### src/rtl/cache_arb_pkg.sv
// Shared encodings and defaults for the cache/memory arbiter.
package cache_arb_pkg;

    typedef enum logic [1:0] {
        ARB_IDLE  = 2'd0,
        ARB_GNT_I = 2'd1,
        ARB_GNT_D = 2'd2
    } arb_state_e;

    typedef enum logic {
        GNT_I = 1'b0,
        GNT_D = 1'b1
    } arb_gnt_e;

    localparam int LINE_WORDS_DEF = 8;

endpackage

### src/rtl/arb_beat_cnt.sv
// Beat index within a line burst: cleared at grant, advanced per accepted beat, wraps at line end.
// last_o is combinational from the count; no backpressure of its own.
module arb_beat_cnt #(
    parameter int LINE_WORDS = 8,
    parameter int BEAT_W     = $clog2(LINE_WORDS)
) (
    input  logic              clk_i,
    input  logic              rst_ni,
    input  logic              clr_i,
    input  logic              inc_i,
    output logic [BEAT_W-1:0] beat_o,
    output logic              last_o
);

    logic [BEAT_W-1:0] beat_q, beat_d;

    always_comb begin
        beat_d = beat_q;
        if (clr_i) begin
            beat_d = '0;
        end else if (inc_i) begin
            beat_d = beat_q + BEAT_W'(1);
        end
    end

    always_ff @(posedge clk_i) begin
        if (!rst_ni) begin
            beat_q <= '0;
        end else begin
            beat_q <= beat_d;
        end
    end

    assign beat_o = beat_q;
    assign last_o = (beat_q == BEAT_W'(LINE_WORDS - 1));

endmodule

### src/rtl/cache_mem_arbiter.sv
// Shares one memory word port between ICache refill and DCache refill/write-back, one line burst at a time.
// First mem_req 1 cycle after req; beats advance only on mem_ack. ARB_RR_EN selects round-robin ties (default: D wins).
module cache_mem_arbiter
    import cache_arb_pkg::*;
#(
    parameter int ADDR_W     = 32,
    parameter int DATA_W     = 32,
    parameter int LINE_WORDS = LINE_WORDS_DEF
) (
    input  logic              CPU_CLK,
    input  logic              CPU_RST_N,
    input  logic              i_req,
    input  logic [ADDR_W-1:0] i_addr,
    output logic [DATA_W-1:0] i_rdata,
    output logic              i_rvalid,
    output logic              i_done,
    input  logic              d_req,
    input  logic              d_we,
    input  logic [ADDR_W-1:0] d_addr,
    input  logic [DATA_W-1:0] d_wdata,
    output logic              d_wready,
    output logic [DATA_W-1:0] d_rdata,
    output logic              d_rvalid,
    output logic              d_done,
    output logic              mem_req,
    output logic              mem_we,
    output logic [ADDR_W-1:0] mem_addr,
    output logic [DATA_W-1:0] mem_wdata,
    input  logic              mem_ack,
    input  logic [DATA_W-1:0] mem_rdata,
    output logic              arb_busy
);

    localparam int BEAT_W = $clog2(LINE_WORDS);
    localparam int BYTE_W = $clog2(DATA_W / 8);
    localparam int OFF_W  = BEAT_W + BYTE_W;
    localparam logic [ADDR_W-1:0] OFF_MASK = ADDR_W'((64'd1 << OFF_W) - 64'd1);

    arb_state_e        state_q, state_d;
    logic [ADDR_W-1:0] base_q, base_d;
    logic              we_q, we_d;
    logic              beat_clr, beat_inc, beat_last;
    logic [BEAT_W-1:0] beat;
    logic [ADDR_W-1:0] beat_addr;
    logic              take_d;

    arb_beat_cnt #(
        .LINE_WORDS (LINE_WORDS),
        .BEAT_W     (BEAT_W)
    ) u_beat (
        .clk_i  (CPU_CLK),
        .rst_ni (CPU_RST_N),
        .clr_i  (beat_clr),
        .inc_i  (beat_inc),
        .beat_o (beat),
        .last_o (beat_last)
    );

    // Base is line aligned, so OR-ing the beat offset never carries past the line.
    assign beat_addr = base_q | (ADDR_W'(beat) << BYTE_W);

`ifdef ARB_RR_EN
    arb_gnt_e last_gnt_q, last_gnt_d;

    assign take_d = d_req && !(i_req && (last_gnt_q == GNT_D));

    always_comb begin
        last_gnt_d = last_gnt_q;
        if (state_q == ARB_IDLE) begin
            if (take_d) begin
                last_gnt_d = GNT_D;
            end else if (i_req) begin
                last_gnt_d = GNT_I;
            end
        end
    end

    always_ff @(posedge CPU_CLK) begin
        if (!CPU_RST_N) begin
            last_gnt_q <= GNT_I;
        end else begin
            last_gnt_q <= last_gnt_d;
        end
    end
`else
    assign take_d = d_req;
`endif

    always_ff @(posedge CPU_CLK) begin
        if (!CPU_RST_N) begin
            state_q <= ARB_IDLE;
            base_q  <= '0;
            we_q    <= 1'b0;
        end else begin
            state_q <= state_d;
            base_q  <= base_d;
            we_q    <= we_d;
        end
    end

    always_comb begin
        state_d   = state_q;
        base_d    = base_q;
        we_d      = we_q;
        beat_clr  = 1'b0;
        beat_inc  = 1'b0;
        mem_req   = 1'b0;
        mem_we    = 1'b0;
        mem_addr  = '0;
        mem_wdata = '0;
        i_rdata   = '0;
        i_rvalid  = 1'b0;
        i_done    = 1'b0;
        d_wready  = 1'b0;
        d_rdata   = '0;
        d_rvalid  = 1'b0;
        d_done    = 1'b0;
        // Outputs held low while reset is asserted so an abandoned burst emits nothing.
        if (CPU_RST_N) begin
            unique case (state_q)
                ARB_IDLE: begin
                    beat_clr = 1'b1;
                    if (take_d) begin
                        state_d = ARB_GNT_D;
                        base_d  = d_addr & ~OFF_MASK;
                        we_d    = d_we;
                    end else if (i_req) begin
                        state_d = ARB_GNT_I;
                        base_d  = i_addr & ~OFF_MASK;
                        we_d    = 1'b0;
                    end
                end
                ARB_GNT_I: begin
                    mem_req  = 1'b1;
                    mem_addr = beat_addr;
                    beat_inc = mem_ack;
                    i_rvalid = mem_ack;
                    if (mem_ack) begin
                        i_rdata = mem_rdata;
                    end
                    if (mem_ack && beat_last) begin
                        i_done  = 1'b1;
                        state_d = ARB_IDLE;
                    end
                end
                ARB_GNT_D: begin
                    mem_req  = 1'b1;
                    mem_we   = we_q;
                    mem_addr = beat_addr;
                    beat_inc = mem_ack;
                    d_wready = mem_ack && we_q;
                    d_rvalid = mem_ack && !we_q;
                    if (we_q) begin
                        mem_wdata = d_wdata;
                    end
                    if (mem_ack && !we_q) begin
                        d_rdata = mem_rdata;
                    end
                    if (mem_ack && beat_last) begin
                        d_done  = 1'b1;
                        state_d = ARB_IDLE;
                    end
                end
                default: begin
                    state_d = ARB_IDLE;
                end
            endcase
        end
    end

    assign arb_busy = CPU_RST_N && (state_q != ARB_IDLE);

endmodule

### config.mk
export PLATFORM = sky130hd
export DESIGN_NAME = cache_mem_arbiter
export DESIGN_NICKNAME = d
export VERILOG_FILES = /design/src/rtl/cache_arb_pkg.sv /design/src/rtl/arb_beat_cnt.sv /design/src/rtl/cache_mem_arbiter.sv
export SDC_FILE = /design/constraint.sdc
export NUM_CORES = 1
export LEC_CHECK = 0
export ABC_CLOCK_PERIOD_IN_PS = 1750
export CAP_MARGIN = 20
export CORE_AREA = 3 3 102 104
export CTS_BUF_LIST = sky130_fd_sc_hd__clkbuf_8
export DETAILED_ROUTE_END_ITERATION = 6
export DIE_AREA = 0 0 105 107
export PLACE_DENSITY = 0.75
export SETUP_SLACK_MARGIN = 0.02
export SYNTH_ARGS = -nofsm -noshare
export SYNTH_HDL_FRONTEND = slang
export SYNTH_SLANG_ARGS = --single-unit
### constraint.sdc
create_clock -name CPU_CLK -period 1.75 [get_ports CPU_CLK]
set_input_delay 0.35 -clock CPU_CLK [delete_from_list [all_inputs] [get_ports CPU_CLK]]
set_output_delay 0.35 -clock CPU_CLK [all_outputs]
set_load 0.005 [all_outputs]
==> results.md <==
* Worst hold path class: input port to flop
* First-pass DRT Iterations at 4
* Die X at ~110 um
* Worst setup EP type: primary output
* Pin count of the biggest net entering global routing at 37
* Starting Density at between 20% and 30%
* DR vias at 3282
* Synth Area in Compound Gates at approximately 13%
* Hold Buf Count CTS at 0
* I/O Pins at 270
* RSZ-0062 raised after global routing: yes
* Post-synthesis adder-cell area fraction at approximately 2.5%
* Max H-tree Level at 2
* Worst Setup Start Kind: flop
* Cell area after synthesis at 2550 um2
* Clock sink count at 33
* Synth cell count leaders: 99 x and2_1, 33 x dfxtp_1, 32 x and3_1
* Die span in y at 107 um
* Yosys warning count at 0
* Simple-Gate Fraction of Synth Area at 39.1%
* Tmin final at around 1.9 ns
* Leakage at 3.05 nW
* Crit path launch: state_q[0]
* Max-cap violations at 0
* CTS clk-pin slew, worst paths at approximately 0.07 ns
* Worst setup path category: flop to primary output
* PnR worst setup slack at -0.197 ns
* Area Overhead vs Synth at 129%
* Clock share of power at 12.5%
* Switching portion of total power at 34.3%
* Synthesized instance count at between 300 and 400
* Die footprint at 11200 um2
* PortBufs at around 260
* First-pass GRT wire length at around 18000 um
* Drt total wl at about 13000 um
* Share of the synthesized area in the top cell type at 25.9%
* Post-synth EDFFs at 0
* Core area at between 9000 and 10000 um2
* CTS Buf Count at 5
* Hold Vio Cnt, Final at 0
* Yosys reg bits at 33
* Cell variety after synth at 26
* Total grt overflow at 0
* XOR/XNOR Fraction of Synth Area at 0.343%
* Layout cells sized above 1 at a little under half
* GPL Wtd Cong at about 0.86
* Clk_lat worst skew at roughly 0.28 ns
* Peak VDD IR at about 0.53 mV
* DRC viols at 0
* Final Skew at 0.00592 ns
* HPWL Detailed at 9460 um
* Layout net count at between 700 and 800
* Top-count cell post-synth: and2_1
* Critical path arrival at around 1.6 ns
* Antenna-violating nets left at 0
* Violated checks: negative setup slack
* Multiplexer area fraction after synthesis at about a tenth
* Status: finished, violations left
* Vias in the first global route at between 3k and 4k
* Largest family of logic cells by synthesized area: simple AND/OR/NAND/NOR gates
* Final Max Tran Viols at 0
* Pwr Density at 749 nW/um2
* Power share of the combinational group at between 60% and 70%
* Drt wl/cell at approximately 18 um
* Net Switching at between 1 and 1.5 mW
* Root Buffer: clkbuf_8
* Crit path required time at about 1.4 ns
* Dpl cell area at around 5300 um2
* Leading area contributor after synthesis: dfxtp_1
* Via-per-instance ratio at around 4.5
* Syn Area/Cell at ~8.1 um2
* Worst Path Max Fanout at 7
* Hold_ws at roughly 0.46 ns
* Post-synth top flop: dfxtp_1
* Final Cell Area at slightly below 6000 um2
* Max Clk Rate at between 500 and 600 MHz
* Critical R2R Launch: state_q[0]
* Power Total at roughly 4.4 mW
* Share of the clock period used by the worst path at 111%
* Total Routing Usage GR at between 20 and 25%
* CTS tree: built
* Seq/Total Area, Yosys at about a quarter
* Clock buffer depth at 2
* Hold Startpoint: d_req
* # diodes at 0
* Async S/R FF share, synth at 0%
* Antenna violations before repair at 0
* Setup Viol. Count Final at between 100 and 150
* Pint at 2.87 mW
* Iter 0 DRT Violations at 149
* Synth top area cells: dfxtp_1 26%, and2_1 24%, o211a_1 11%, mux2i_1 11%, and3_1 7.8%
* Row count at 36
* Reg power frac at ~26%
[path summary, 6_finish.rpt]
path                            slack (ns)                to  depth (start not counted)
worst max-delay path                 -0.20            i_done                          7
worst min-delay path                  0.46              we_q                          3
worst max register to register        0.04        state_q[0]                          9
worst min register to register        0.49  u_beat.beat_o[2]                          2
[worst max-delay path: stages (launching register included)]
cell     delay (ns)
dfxtp_4        0.36
buf_6          0.11
ha_4           0.14
and3_4         0.21
buf_16         0.15
buf_6          0.11
and2_4         0.13
buf_6          0.11
[cells by family (layout without fill, tap and decap cells)]
| family | count (synthesis) | count (layout) |
|---|---|---|
| simple gates | 173 | 173 |
| compound gates | 36 | 36 |
| other cells | 1 | 2 |
| flops | 33 | 33 |
| mux | 27 | 27 |
| buf+inv | 38 | 313 |
| xor+xnor | 1 | 1 |
| fa+ha+maj | 5 | 5 |
[area by class of cell]
type / instances / area [um2]
well taps: 133 / 166
fillers: 861 / 3810
repair buffers: 300 / 2910
flip-flops and latches: 33 / 668
clock buffers: 5 / 68.8
multi-input cells: 244 / 1980
clock inverters: 3 / 13.8
inverters: 5 / 23.8
[state kept, by name, summed over array words and instances (netlist names)]
signal / flops
base_q: 27
state_q: 2
u_beat.beat_o: 3
we_q: 1
[cell usage in the layout (no fill, tap or decap), drive strengths merged, types with 3 or more instances in the layout]
cell / Yosys / layout
clkbuf: 15 / 12
nand3: 5 / 5
a21oi: 3 / 3
buf: 18 / 171
nor2: 3 / 3
ha: 5 / 5
and3: 32 / 32
dfxtp: 33 / 33
nand2: 31 / 31
and2: 99 / 99
clkdlybuf4s50: 0 / 120
o211a: 28 / 28
inv: 5 / 6
mux2i: 27 / 27
[through the flow]
step | setup slack (ns) | utilization [%] | TNS [ns] | instances
final | -0.197 | 60.5 | -15.36 | 723
after global routing | -0.270 | 60.5 | -23.98 | 723
after CTS | -0.227 | 57.6 | -17.31 | 721
after detailed placement | -0.618 | 55.2 | -52.70 | 693
after global placement | -0.578 | 55.2 | -48.72 | 693
after floorplan | 0.229 | - | 0 | 315
[power groups by stage]
stage | Combinational [mW] | Sequential (mW) | Clock [mW]
6_report | 2.71 | 1.12 | 0.546
5_1_grt | 2.92 | 1.15 | 0.593
4_1_cts | 2.55 | 1.11 | 0.562
3_5_place_dp | 2.04 | 1.10 | 0
3_3_place_gp | 2.00 | 1.08 | 0
2_1_floorplan | 1.05 | 1.07 | 0
[timing repair]
item | 4_1_cts | 5_1_grt
pin swaps | 40 | 20
gates cloned | 8 | 1
buffers inserted | 12 | 10
gates resized for setup | 630 | 108
setup endpoints to repair | 134 | 136
[per-layer routing]
metal,vias to the layer above,routed length (um),GRT usage [%],share of wire (%)
met2,149,6730,38.1,52
li1,1599,-,-,-
met1,1518,5240,24.5,41
met5,-,0,0,0
met3,16,722,4.21,5.6
met4,0,213,5.15,1.7
Power figures use the tool's default switching activity.
==> edit 1, RTL diff (same settings) <==
Add a define of `ARB_RR_EN`.
--- a/src/rtl/cache_mem_arbiter.sv
+++ b/src/rtl/cache_mem_arbiter.sv
@@ -1,5 +1,7 @@
 // Shares one memory word port between ICache refill and DCache refill/write-back, one line burst at a time.
 // First mem_req 1 cycle after req; beats advance only on mem_ack. ARB_RR_EN selects round-robin ties (default: D wins).
+`define ARB_RR_EN
+
 module cache_mem_arbiter
     import cache_arb_pkg::*;
 #(
Formal check against the unedited RTL: no difference found for any inputs over 4 cycles, from zero or initial values and one cycle with CPU_RST_N low; that may be too few to reach the edited logic, so the function may still have changed.
==> edit 1 against the unedited design <==
Sequential share of layout area is 0.88 points lower; worst setup slack got worse by 0.023 ns; synthesized area fell by 3.7%; total power is 24% higher; sequential cell count up 1; routed wire length up 12%; fmax down 1.2%; the run still ends with negative setup slack left; cell area increased by 12%; largest cell class unchanged; count of clock-buffer cells in the layout grew 1.
==> edit 1: results (changes against the unedited design) <==
- Violated checks: negative setup slack (unchanged)
- Initial DRC count: 193 (was 149)
- Worst clock skew: 0.00569 ns (was 0.00592 ns)
- Hold EP: u_beat.beat_o[2]$_SDFFE_PP0P_ (was we_q$_SDFFE_PN0P_)
- Final setup viols: 129 (was 130)
- Critical Path AT: 1.62 ns (was 1.60 ns)
- Largest net degree at the start of global routing: 28 (was 37)
- Post-CTS Setup Bufs: 21 (was 12)
- Synth area leaders: dfxtp_1, and2_1, a21oi_1 (was dfxtp_1, and2_1, o211a_1)
- Reg2Reg Setup Slack: 0.02 ns (was 0.04 ns)
- Status: finished, violations left (unchanged)
- Max rail drop VDD: 0.719 mV (was 0.529 mV)
- Crit path max fanout: 8 (was 7)
- Power Sequential: 1200 uW (was 1120 uW)
- DR WL/cell: 18.6 um (was 17.8 um)
- Leakage: 0.00292 uW (was 0.00305 uW)
- Worst hold path depth: 2 (was 3)
- First-pass GRT wire length: 20.8 mm (was 18.4 mm)
- Hold WC Path Type: reg2reg (was in2reg)
- Cell variety after synth: 28 (was 26)
- Share of cells above drive strength 1: 51.9% (was 46.6%)
- DP HPWL: 9.85 mm (was 9.46 mm)
- Reg2Reg Launch Point: state_q[1]$_SDFFE_PN0P_ (was state_q[0]$_SDFFE_PN0P_)
- Share of the yosys chip area belonging to registers: 27.7% (was 25.9%)
- Worst setup margin: -0.220 ns (was -0.197 ns)
- Vias in the first global route: 3723 (was 3235)
- Overall Global Routing Usage: 23.3% (was 20.7%)
==> edit 1: cell types whose count changed after synthesis, moves of 2 or more <==
cell and delta:
a21oi_1 +56, o211a_1 -28, mux2i_1 -27, o21ai_0 +24, clkbuf_1 +7, buf_6 -4
clkbuf_2 -4, o21ai_1 +3, inv_1 +2, nor2_1 +2
==> edit 1: cell type report <==
type                       instances  area [um^2]
timing repair buffer             319         3510
fill                             726         3130
multi-input combinational        275         2020
sequential                        34          688
tap                              133          166
clock buffer                       6         82.6
inverter                           7         33.8
clock inverter                     2         8.76
==> edit 1: worst register-to-register path, stage by stage (launching register included) <==
cell and delay [ns]:
dfxtp_4 0.38, inv_4 0.05, ha_4 0.31, buf_6 0.14, buf_6 0.10, buf_4 0.09, buf_4 0.11, a21boi_4 0.22
o21ai_1 0.08, nor3b_2 0.15
==> edit 1: stage by stage <==
step                      setup slack, ns  area, um^2  std cells  TNS, ns
final                              -0.220        6510        776   -18.61
after global routing               -0.276        6510        776   -26.46
after CTS                          -0.301        6090        771   -23.23
after detailed placement           -0.560        5370        733   -47.02
after global placement             -0.515        5370        733   -43.94
after floorplan                     0.245        2460        349        0
==> edit 1: metal layers <==
metal	track usage [%]	part of all wire (%)	up-vias	routed length (um)
met3	5.30	6.5	26	938
met2	42.3	51	189	7300
met5	0	0	-	0
met1	27.6	40	1746	5790
li1	-	-	1747	-
met4	5.72	2.6	0	373
==> edit 1: cells by family after synthesis <==
kind of cell	share of synthesized area (%)
DFF	27.7
buffers and inverters	7.90
and+or+nand+nor	40.0
adders and majority gates	2.55
xor gates and xnor gates	0.357
AOI/OAI and AO/OA	21.3
other	0.153
==> edit 2, RTL diff (same settings) <==
Made on the original files. Encoding of `arb_state_e`: now one-hot (3 bits for 3 states).
--- a/src/rtl/cache_arb_pkg.sv
+++ b/src/rtl/cache_arb_pkg.sv
@@ -1,10 +1,10 @@
 // Shared encodings and defaults for the cache/memory arbiter.
 package cache_arb_pkg;
 
-    typedef enum logic [1:0] {
-        ARB_IDLE  = 2'd0,
-        ARB_GNT_I = 2'd1,
-        ARB_GNT_D = 2'd2
+    typedef enum logic [2:0] {
+        ARB_IDLE  = 3'b001,
+        ARB_GNT_I = 3'b010,
+        ARB_GNT_D = 3'b100
     } arb_state_e;
 
     typedef enum logic {
Behaviour: no difference found for any inputs over 10 cycles, from zero or initial values and one cycle with CPU_RST_N low; not proved beyond that.
==> edit 2 against the unedited design <==
The run still ends with negative setup slack left; routed wire length is 8.3% higher; synthesized area decreased by 0.49%; sequential share of layout area down 0.88 points; worst setup slack got worse by 0.11 ns; cell area grew 12%; via count grew 9.1%; non-clock buffer count rose by 20; sequential cell count up 1; global-route usage grew 2.0 points; final cell count grew 2.6%; critical path type unchanged.
Power is not compared: it rests on default switching activity, and its combinational part moved more than twofold at a synthesized area within 25%.
==> edit 2: results (changes against the unedited design) <==
- Syn avg cell area: 8.08 um^2 (was 8.12 um^2)
- Nets: 744 (was 728)
- Sequential cell area share: 10.6% (was 11.5%)
- Synth area leaders: dfxtp_1, and2_1, mux2i_1 (was dfxtp_1, and2_1, o211a_1)
- Non-clock buffer share: 52.7% (was 49.9%)
- Final setup viols: 133 (was 130)
- Violated checks: negative setup slack (unchanged)
- M1 WL: 5.05 mm (was 5.24 mm)
- Initial DRC count: 102 (was 149)
- Clk tree area frac: 1.32% (was 1.42%)
- Share of cells above drive strength 1: 54.8% (was 46.6%)
- Post-CTS Setup Bufs: 30 (was 12)
- Hold Slack: 0.412 ns (was 0.459 ns)
- Via density: 4.82 (was 4.54)
- M1 GR Usage: 24.7% (was 24.5%)
- Share of the yosys chip area belonging to registers: 26.8% (was 25.9%)
- Setup TNS: -28.82 ns (was -15.36 ns)
- Cell variety after synth: 35 (was 26)
- Worst setup margin: -0.302 ns (was -0.197 ns)
- Critical Path AT: 1.70 ns (was 1.60 ns)
- Crit path max fanout: 4 (was 7)
- DP HPWL: 9.18 mm (was 9.46 mm)
- WL met2: 7.25 mm (was 6.73 mm)
- DP Cell Count: 697 (was 693)
- Status: finished, violations left (unchanged)
- DR WL/cell: 18.8 um (was 17.8 um)
- Inverters: 1 (was 5)
- Met3 Track Usage GR: 7.41% (was 4.21%)
- Antenna violations before repair: 1 (was 0)
- Met2 usage: 41.8% (was 38.1%)
[edit 2: cell count changes after synthesis, sizes merged, moves of 5 or more]
cell    delta
o211a     -15
a21oi     +11
nand3     +10
clkbuf    +10
a211oi    +14
inv        -5
buf        -9
nand2     -28
[edit 2: worst paths after layout]
| path | from | depth (start not counted) | to |
|---|---|---|---|
| worst min register to register | we_q$_SDFFE_PN0P_ | 2 | we_q$_SDFFE_PN0P_ |
| worst min-delay path | d_req | 3 | state_q[2]$_SDFFE_PN0P_ |
| worst max register to register | state_q[2]$_SDFFE_PN0P_ | 5 | u_beat.beat_o[1]$_SDFFE_PP0P_ |
| worst max-delay path | state_q[2]$_SDFFE_PN0P_ | 8 | mem_wdata[27] |
[edit 2: cell families after synthesis]
logic type	count (synthesis)	synth area share, %
AND/OR/NAND/NOR	166	40.7
XOR/XNOR	1	0.345
adder cells (fa/ha/maj)	2	0.986
buffers and inverters	35	5.96
multiplexers	30	11.9
AO/OA/AOI/OAI	45	13.1
flip-flops	34	26.8
other	1	0.148
